==> src/rtl/tt_sweep_ctrl_pkg.sv <==
// Shared types and constants for the function-decoder sweep controller.
// Holds the FSM encoding, golden truth tables and counter/table widths.
package tt_sweep_ctrl_pkg;

  localparam int unsigned SETTLE_W = 4;
  localparam int unsigned IDX_W    = 3;
  localparam int unsigned TT_W     = 8;
  localparam int unsigned F_W      = 3;

  localparam logic [IDX_W-1:0] IDX_LAST = IDX_W'(7);

  // Golden truth tables, bit n = minterm n
  localparam logic [TT_W-1:0] EXP_F1 = 8'h94;
  localparam logic [TT_W-1:0] EXP_F2 = 8'h09;
  localparam logic [TT_W-1:0] EXP_F3 = 8'h9D;

  typedef enum logic [1:0] {
    ST_IDLE   = 2'd0,
    ST_DRIVE  = 2'd1,
    ST_SAMPLE = 2'd2,
    ST_CHECK  = 2'd3
  } state_e;

  typedef struct packed {
    logic [TT_W-1:0] f3;
    logic [TT_W-1:0] f2;
    logic [TT_W-1:0] f1;
  } tt_set_t;

  localparam tt_set_t GOLD_TT = '{f3: EXP_F3, f2: EXP_F2, f1: EXP_F1};

  // Per-minterm mismatch of any of the three captured tables
  function automatic logic [TT_W-1:0] tt_fail_mask(input tt_set_t tt, input tt_set_t gold);
    return (tt.f1 ^ gold.f1) | (tt.f2 ^ gold.f2) | (tt.f3 ^ gold.f3);
  endfunction

endpackage

==> src/rtl/tt_sweep_ctrl_settle_timer.sv <==
// Loadable down-counter that times how long a minterm is held before sampling.
// expire_c flags the last settle cycle of the current load.
module tt_sweep_ctrl_settle_timer
  import tt_sweep_ctrl_pkg::*;
(
  input  logic                clk,
  input  logic                rst_n,
  input  logic                load,
  input  logic                en,
  input  logic [SETTLE_W-1:0] load_val,
  output logic                expire_c
);

  logic [SETTLE_W-1:0] cnt_q;
  logic [SETTLE_W-1:0] cnt_d;

  // Saturate at zero so a stray enable never wraps the counter
  always_comb begin
    cnt_d = cnt_q;
    if (load) begin
      cnt_d = load_val;
    end else if (en && (cnt_q != '0)) begin
      cnt_d = cnt_q - SETTLE_W'(1);
    end
  end

  always_ff @(posedge clk or negedge rst_n) begin
    if (!rst_n) begin
      cnt_q <= '0;
    end else begin
      cnt_q <= cnt_d;
    end
  end

  assign expire_c = (cnt_q <= SETTLE_W'(1));

endmodule

==> src/rtl/tt_sweep_ctrl.sv <==
// Built-in self-check sequencer for the 3-input function decoder: walks all
// 8 minterms, captures F[3:1] into truth tables and compares against golden.
module tt_sweep_ctrl
  import tt_sweep_ctrl_pkg::*;
#(
  parameter int unsigned SETTLE_CYCLES = 1
) (
  input  logic             clk,
  input  logic             rst_n,
  input  logic             start,
  input  logic             abort,
  output logic [IDX_W-1:0] dut_i,
  input  logic [F_W-1:0]   dut_f,
  output logic             busy,
  output logic             done,
  output logic             pass,
  output logic [TT_W-1:0]  tt_f1,
  output logic [TT_W-1:0]  tt_f2,
  output logic [TT_W-1:0]  tt_f3,
  output logic [TT_W-1:0]  fail_mask
);

  localparam int unsigned SETTLE_MAX = (2 ** SETTLE_W) - 1;
  localparam int unsigned SETTLE_CLAMP =
    (SETTLE_CYCLES == 0) ? 1 : ((SETTLE_CYCLES > SETTLE_MAX) ? SETTLE_MAX : SETTLE_CYCLES);
  localparam logic [SETTLE_W-1:0] SETTLE_LOAD = SETTLE_W'(SETTLE_CLAMP);

  state_e           state_q, state_d;
  logic [IDX_W-1:0] idx_q, idx_d;
  tt_set_t          tt_q, tt_d;
  logic [TT_W-1:0]  fail_mask_q, fail_mask_d;
  logic             pass_q, pass_d;
  logic             busy_q, busy_d;
  logic             done_q, done_d;
  logic [IDX_W-1:0] dut_i_q, dut_i_d;

  logic tmr_load_c;
  logic tmr_en_c;
  logic tmr_expire_c;

  tt_sweep_ctrl_settle_timer u_settle_timer (
    .clk      (clk),
    .rst_n    (rst_n),
    .load     (tmr_load_c),
    .en       (tmr_en_c),
    .load_val (SETTLE_LOAD),
    .expire_c (tmr_expire_c)
  );

  // Next-state, capture and compare; outputs derived from the next state so they are registered
  always_comb begin
    state_d     = state_q;
    idx_d       = idx_q;
    tt_d        = tt_q;
    fail_mask_d = fail_mask_q;
    pass_d      = pass_q;
    tmr_load_c  = 1'b0;
    tmr_en_c    = 1'b0;

    case (state_q)
      ST_IDLE: begin
        if (start && !abort) begin
          state_d     = ST_DRIVE;
          idx_d       = '0;
          tt_d        = '0;
          fail_mask_d = '0;
          pass_d      = 1'b0;
          tmr_load_c  = 1'b1;
        end
      end

      ST_DRIVE: begin
        if (abort) begin
          state_d     = ST_IDLE;
          fail_mask_d = '0;
          pass_d      = 1'b0;
        end else if (tmr_expire_c) begin
          state_d = ST_SAMPLE;
        end else begin
          tmr_en_c = 1'b1;
        end
      end

      ST_SAMPLE: begin
        if (abort) begin
          state_d     = ST_IDLE;
          fail_mask_d = '0;
          pass_d      = 1'b0;
        end else begin
          tt_d.f1[idx_q] = dut_f[0];
          tt_d.f2[idx_q] = dut_f[1];
          tt_d.f3[idx_q] = dut_f[2];
          if (idx_q == IDX_LAST) begin
            // Compare on entry to CHECK so results are valid in the done cycle
            state_d     = ST_CHECK;
            fail_mask_d = tt_fail_mask(tt_d, GOLD_TT);
            pass_d      = (fail_mask_d == '0);
          end else begin
            state_d    = ST_DRIVE;
            idx_d      = idx_q + IDX_W'(1);
            tmr_load_c = 1'b1;
          end
        end
      end

      ST_CHECK: begin
        state_d = ST_IDLE;
      end

      default: begin
        state_d = ST_IDLE;
      end
    endcase

    busy_d  = (state_d != ST_IDLE);
    done_d  = (state_d == ST_CHECK);
    dut_i_d = ((state_d == ST_DRIVE) || (state_d == ST_SAMPLE)) ? idx_d : '0;
  end

  always_ff @(posedge clk or negedge rst_n) begin
    if (!rst_n) begin
      state_q     <= ST_IDLE;
      idx_q       <= '0;
      tt_q        <= '0;
      fail_mask_q <= '0;
      pass_q      <= 1'b0;
      busy_q      <= 1'b0;
      done_q      <= 1'b0;
      dut_i_q     <= '0;
    end else begin
      state_q     <= state_d;
      idx_q       <= idx_d;
      tt_q        <= tt_d;
      fail_mask_q <= fail_mask_d;
      pass_q      <= pass_d;
      busy_q      <= busy_d;
      done_q      <= done_d;
      dut_i_q     <= dut_i_d;
    end
  end

  assign dut_i     = dut_i_q;
  assign busy      = busy_q;
  assign done      = done_q;
  assign pass      = pass_q;
  assign tt_f1     = tt_q.f1;
  assign tt_f2     = tt_q.f2;
  assign tt_f3     = tt_q.f3;
  assign fail_mask = fail_mask_q;

endmodule

==> config.mk <==
export PLATFORM = sky130hd
export DESIGN_NAME = tt_sweep_ctrl
export DESIGN_NICKNAME = d
export VERILOG_FILES = /design/src/rtl/tt_sweep_ctrl_pkg.sv /design/src/rtl/tt_sweep_ctrl_settle_timer.sv /design/src/rtl/tt_sweep_ctrl.sv
export SDC_FILE = /design/constraint.sdc
export NUM_CORES = 1
export LEC_CHECK = 0
export CAP_MARGIN = 20
export CORE_UTILIZATION = 45
export DETAILED_ROUTE_END_ITERATION = 8
export HOLD_SLACK_MARGIN = 0.02
export PLACE_DENSITY = 0.72
export SYNTH_ARGS = -nofsm -noshare
export SYNTH_HDL_FRONTEND = slang
export SYNTH_SLANG_ARGS = --single-unit
==> constraint.sdc <==
create_clock -name clk -period 2.9 [get_ports clk]
set_clock_uncertainty 0.05 [all_clocks]
set_input_delay 0.58 -clock clk [delete_from_list [all_inputs] [get_ports clk]]
set_output_delay 0.58 -clock clk [all_outputs]
set_load 0.01 [all_outputs]
==> results_dict.tcl <==
set metrics [dict create \
    status "completed" \
    p_sw_share_pct 25.60 \
    cts_setup_buffers 0 \
    vias_in_the_first_global_route 1657 \
    final_antenna_violating_net_count 0 \
    clk_transition_reported_paths_ns 0.08 \
    synth_edf_count 0 \
    type_of_the_setup_path_with_the_least_slack "input pin to flop" \
    power.sequential.fraction_pct 47.5 \
    synth_ff_type "sky130_fd_sc_hd__dfrtp_1" \
    timing.hold.worst.class "input pin to asynchronous set/reset pin" \
    finalWorstPathRequiredPeriod_ns 2.254 \
    coreArea_mm2 0.004504 \
    fin_setup_tns_ns 0 \
    detailed_place_hpwl_um 3409 \
    critPathRequiredTime_ns 3.04 \
    antennaDiodeCount 0 \
    finish.instance_area_mm2 0.002836 \
    initial_utilization_pct 48.22 \
    detailed_place.area_mm2 0.002680 \
    clock_tree.buffer_depth 2 \
    fp-row-count 24 \
    maximum_operating_frequency_mhz 443.7 \
    io_pins 45 \
    synth-warning-count 0 \
    most_area_consuming_cells_after_synthesis "sky130_fd_sc_hd__dfrtp_1, sky130_fd_sc_hd__a22o_1, sky130_fd_sc_hd__ha_1" \
    drive_above_1_share_pct 8.264 \
    relSlewSlack_pct 69.06 \
    ir_drop_uv 287.4 \
    totalWireLength_um 4834 \
    vias_after_detailed_routing 1675 \
    crit_path_start_kind "input pin" \
    cp_data_arrival_time_ns 2.40 \
    critical_path.reg2reg.startpoint "state_q[1]$_DFF_PN0_" \
    grt.total_usage_pct 20.44 \
    timing.reg2reg.setup_slack_ns 0.77 \
    dp.cells 285 \
    cellInternalPower_w 0.001144 \
    finalHoldViolations 0 \
    synth-seq-cells 47 \
    die_height_um 71.48 \
    power_frac_clock_pct 36.4 \
    synthDistinctLibCells 35 \
    finalHoldWorstSlack_ns 0.1071 \
    synth_nets 204 \
    postSynthAreaPerCell_um2 11.37 \
    r2r_end "dut_i[0]$_DFF_PN0_" \
    rsz0062_at_grt "false" \
    quantity_of_hold_fixing_buffers_added_after_cts 0 \
    finish.net_count 254 \
    finalSetupViolations 0 \
    n_fill_cell 367 \
    route.detailed.drc 0 \
    yosys.area.top_type_share_pct 54.15 \
    global_route_wire_length_before_repair_um 7969 \
    detail_route.vias_per_cell 5.697 \
    final_max_slew_viol_count 0 \
    clkLatencyLatePin_ns 0.30 \
    wl_per_cell_um 16.44 \
    die_area_mm2 0.005109 \
    power.switching_w 0.0003936 \
    async_set_or_reset_flop_fraction_in_the_synthesized_netlist_pct 100.0 \
    yosysTopAreaCell "sky130_fd_sc_hd__dfrtp_1" \
    syn-cell-area_mm2 0.002172 \
    synth.top_cells.by_count "sky130_fd_sc_hd__dfrtp_1, sky130_fd_sc_hd__a22o_1, sky130_fd_sc_hd__nor2_1" \
    dr.pass1.iters 4 \
    critical_path.max_fanout 6 \
    pin_count_of_the_biggest_net_entering_global_routing 48 \
    gpl.final_weighted_congestion 0.8270 \
    cts_repair_resize_count 0 \
    chipWidth_um 71.48 \
    drt_first_iter_violations 94 \
    port_buffers 44 \
    ys_seq_area_share_pct 54.15 \
    cts.htree.levels 2 \
    cts_root_buf "sky130_fd_sc_hd__clkbuf_8" \
    max-cap-violations 0 \
    synthCells 191 \
    clock_sinks 47 \
    fin_total_pwr_w 0.001538 \
    synth_most_common_cell "sky130_fd_sc_hd__dfrtp_1" \
    gr-total-overflow 0 \
    p_leak_nw 1.253 \
    p_per_area_mw_per_mm2 542.1 \
    post-route-period-util_pct 77.72 \
    final_cells 294 \
    cts_tree "done" \
    timing.critical_path.to_type "flop" \
    part_of_the_power_in_combinational_logic_pct 16.1 \
    antenna_found_initial 0 \
    area.growth.synth_to_final_pct 30.59 \
    cts-buffers-inserted 5 \
    reg2reg_depth 7 \
    tightest_slew_ns 0.4626 \
]
## cells by family (layout without fill, tap and decap cells)
group           Yosys count  after routing  synth area share (%)
compound gates           56             56                 20.45
xor+xnor                  3              3                 1.210
fa+ha+maj                 6              6                 3.456
buf+inv                  13             64                 2.419
flops                    47             47                 54.15
mux                       7              7                 3.283
simple gates             59             59                 15.03
## layout by cell type (no fill, tap or decap), types with 5 or more instances in the layout
cell type                         count
sky130_fd_sc_hd__mux2i_1              6
sky130_fd_sc_hd__nor3b_1              6
sky130_fd_sc_hd__nor2_1              13
sky130_fd_sc_hd__clkbuf_8             5
sky130_fd_sc_hd__nor3_1               6
sky130_fd_sc_hd__nand3b_1             8
sky130_fd_sc_hd__inv_1                6
sky130_fd_sc_hd__nand2_1             10
sky130_fd_sc_hd__a22o_1              27
sky130_fd_sc_hd__o21ai_0              9
sky130_fd_sc_hd__buf_4                5
sky130_fd_sc_hd__clkdlybuf4s50_1     43
sky130_fd_sc_hd__ha_1                 6
sky130_fd_sc_hd__dfrtp_1             47
sky130_fd_sc_hd__o2bb2ai_1            6
## area by class of cell
class                      count  area, um^2  area share [%]
tap                           52       65.06           2.294
sequential                    47        1176           41.46
multi-input combinational    131       943.4           33.26
clock inverter                 3       67.56           2.382
timing repair buffer          50       493.0           17.38
inverter                       6       22.52          0.7940
clock buffer                   5       68.82           2.426
## worst max-delay path by stage
stage / endpoint / slack [ns] / from
finish: dut_i[0]$_DFF_PN0_ / 0.65 / abort
global route: dut_i[0]$_DFF_PN0_ / 0.57 / abort
CTS: dut_i[0]$_DFF_PN0_ / 0.63 / abort
detailed placement: dut_i[0]$_DFF_PN0_ / 0.37 / abort
global placement: dut_i[2]$_DFF_PN0_ / 0.44 / abort
floorplan: dut_i[0]$_DFF_PN0_ / 1.03 / abort
## power groups by stage
| stage | Sequential [W] | Combinational, W | Clock (W) |
|---|---|---|---|
| 2_1_floorplan | 0.000729 | 0.000161 | 0 |
| 3_3_place_gp | 0.000741 | 0.000241 | 0 |
| 3_5_place_dp | 0.000743 | 0.000243 | 0 |
| 4_1_cts | 0.000730 | 0.000246 | 0.000571 |
| 5_1_grt | 0.000737 | 0.000275 | 0.000598 |
| 6_report | 0.000731 | 0.000247 | 0.000559 |
## sequential cells by signal (all words and copies together) (netlist names), 2 cells and up
| register | cells |
|---|---|
| dut_i | 3 |
| fail_mask | 8 |
| idx_q | 3 |
| state_q | 2 |
| tt_f1 | 8 |
| tt_f2 | 8 |
| tt_f3 | 8 |
| u_settle_timer.cnt_q | 4 |
## metrics by stage
step | utilization (%) | setup slack, ns
floorplan | - | 1.035
global placement | 59.50 | 0.4380
detailed placement | 59.50 | 0.3732
CTS | 62.53 | 0.6315
global route | 62.97 | 0.5732
finish | 62.97 | 0.6460
## layer usage
metal | vias up | GRT usage [%] | wire, um | share of wire [%]
li1 | 810 | - | - | -
met1 | 812 | 29.08 | 2439 | 50
met2 | 45 | 31.53 | 2137 | 44
met3 | 8 | 4.219 | 180 | 3.7
met4 | 0 | 6.972 | 76 | 1.6
met5 | - | 0 | 0 | 0
## critical path, stage by stage
cell	delay, ns
sky130_fd_sc_hd__clkdlybuf4s50_1	0.52
sky130_fd_sc_hd__or3b_1	0.43
sky130_fd_sc_hd__o21ai_0	0.33
sky130_fd_sc_hd__inv_1	0.09
sky130_fd_sc_hd__ha_1	0.30
sky130_fd_sc_hd__and2_1	0.15
(Power assumes the default switching activity.)
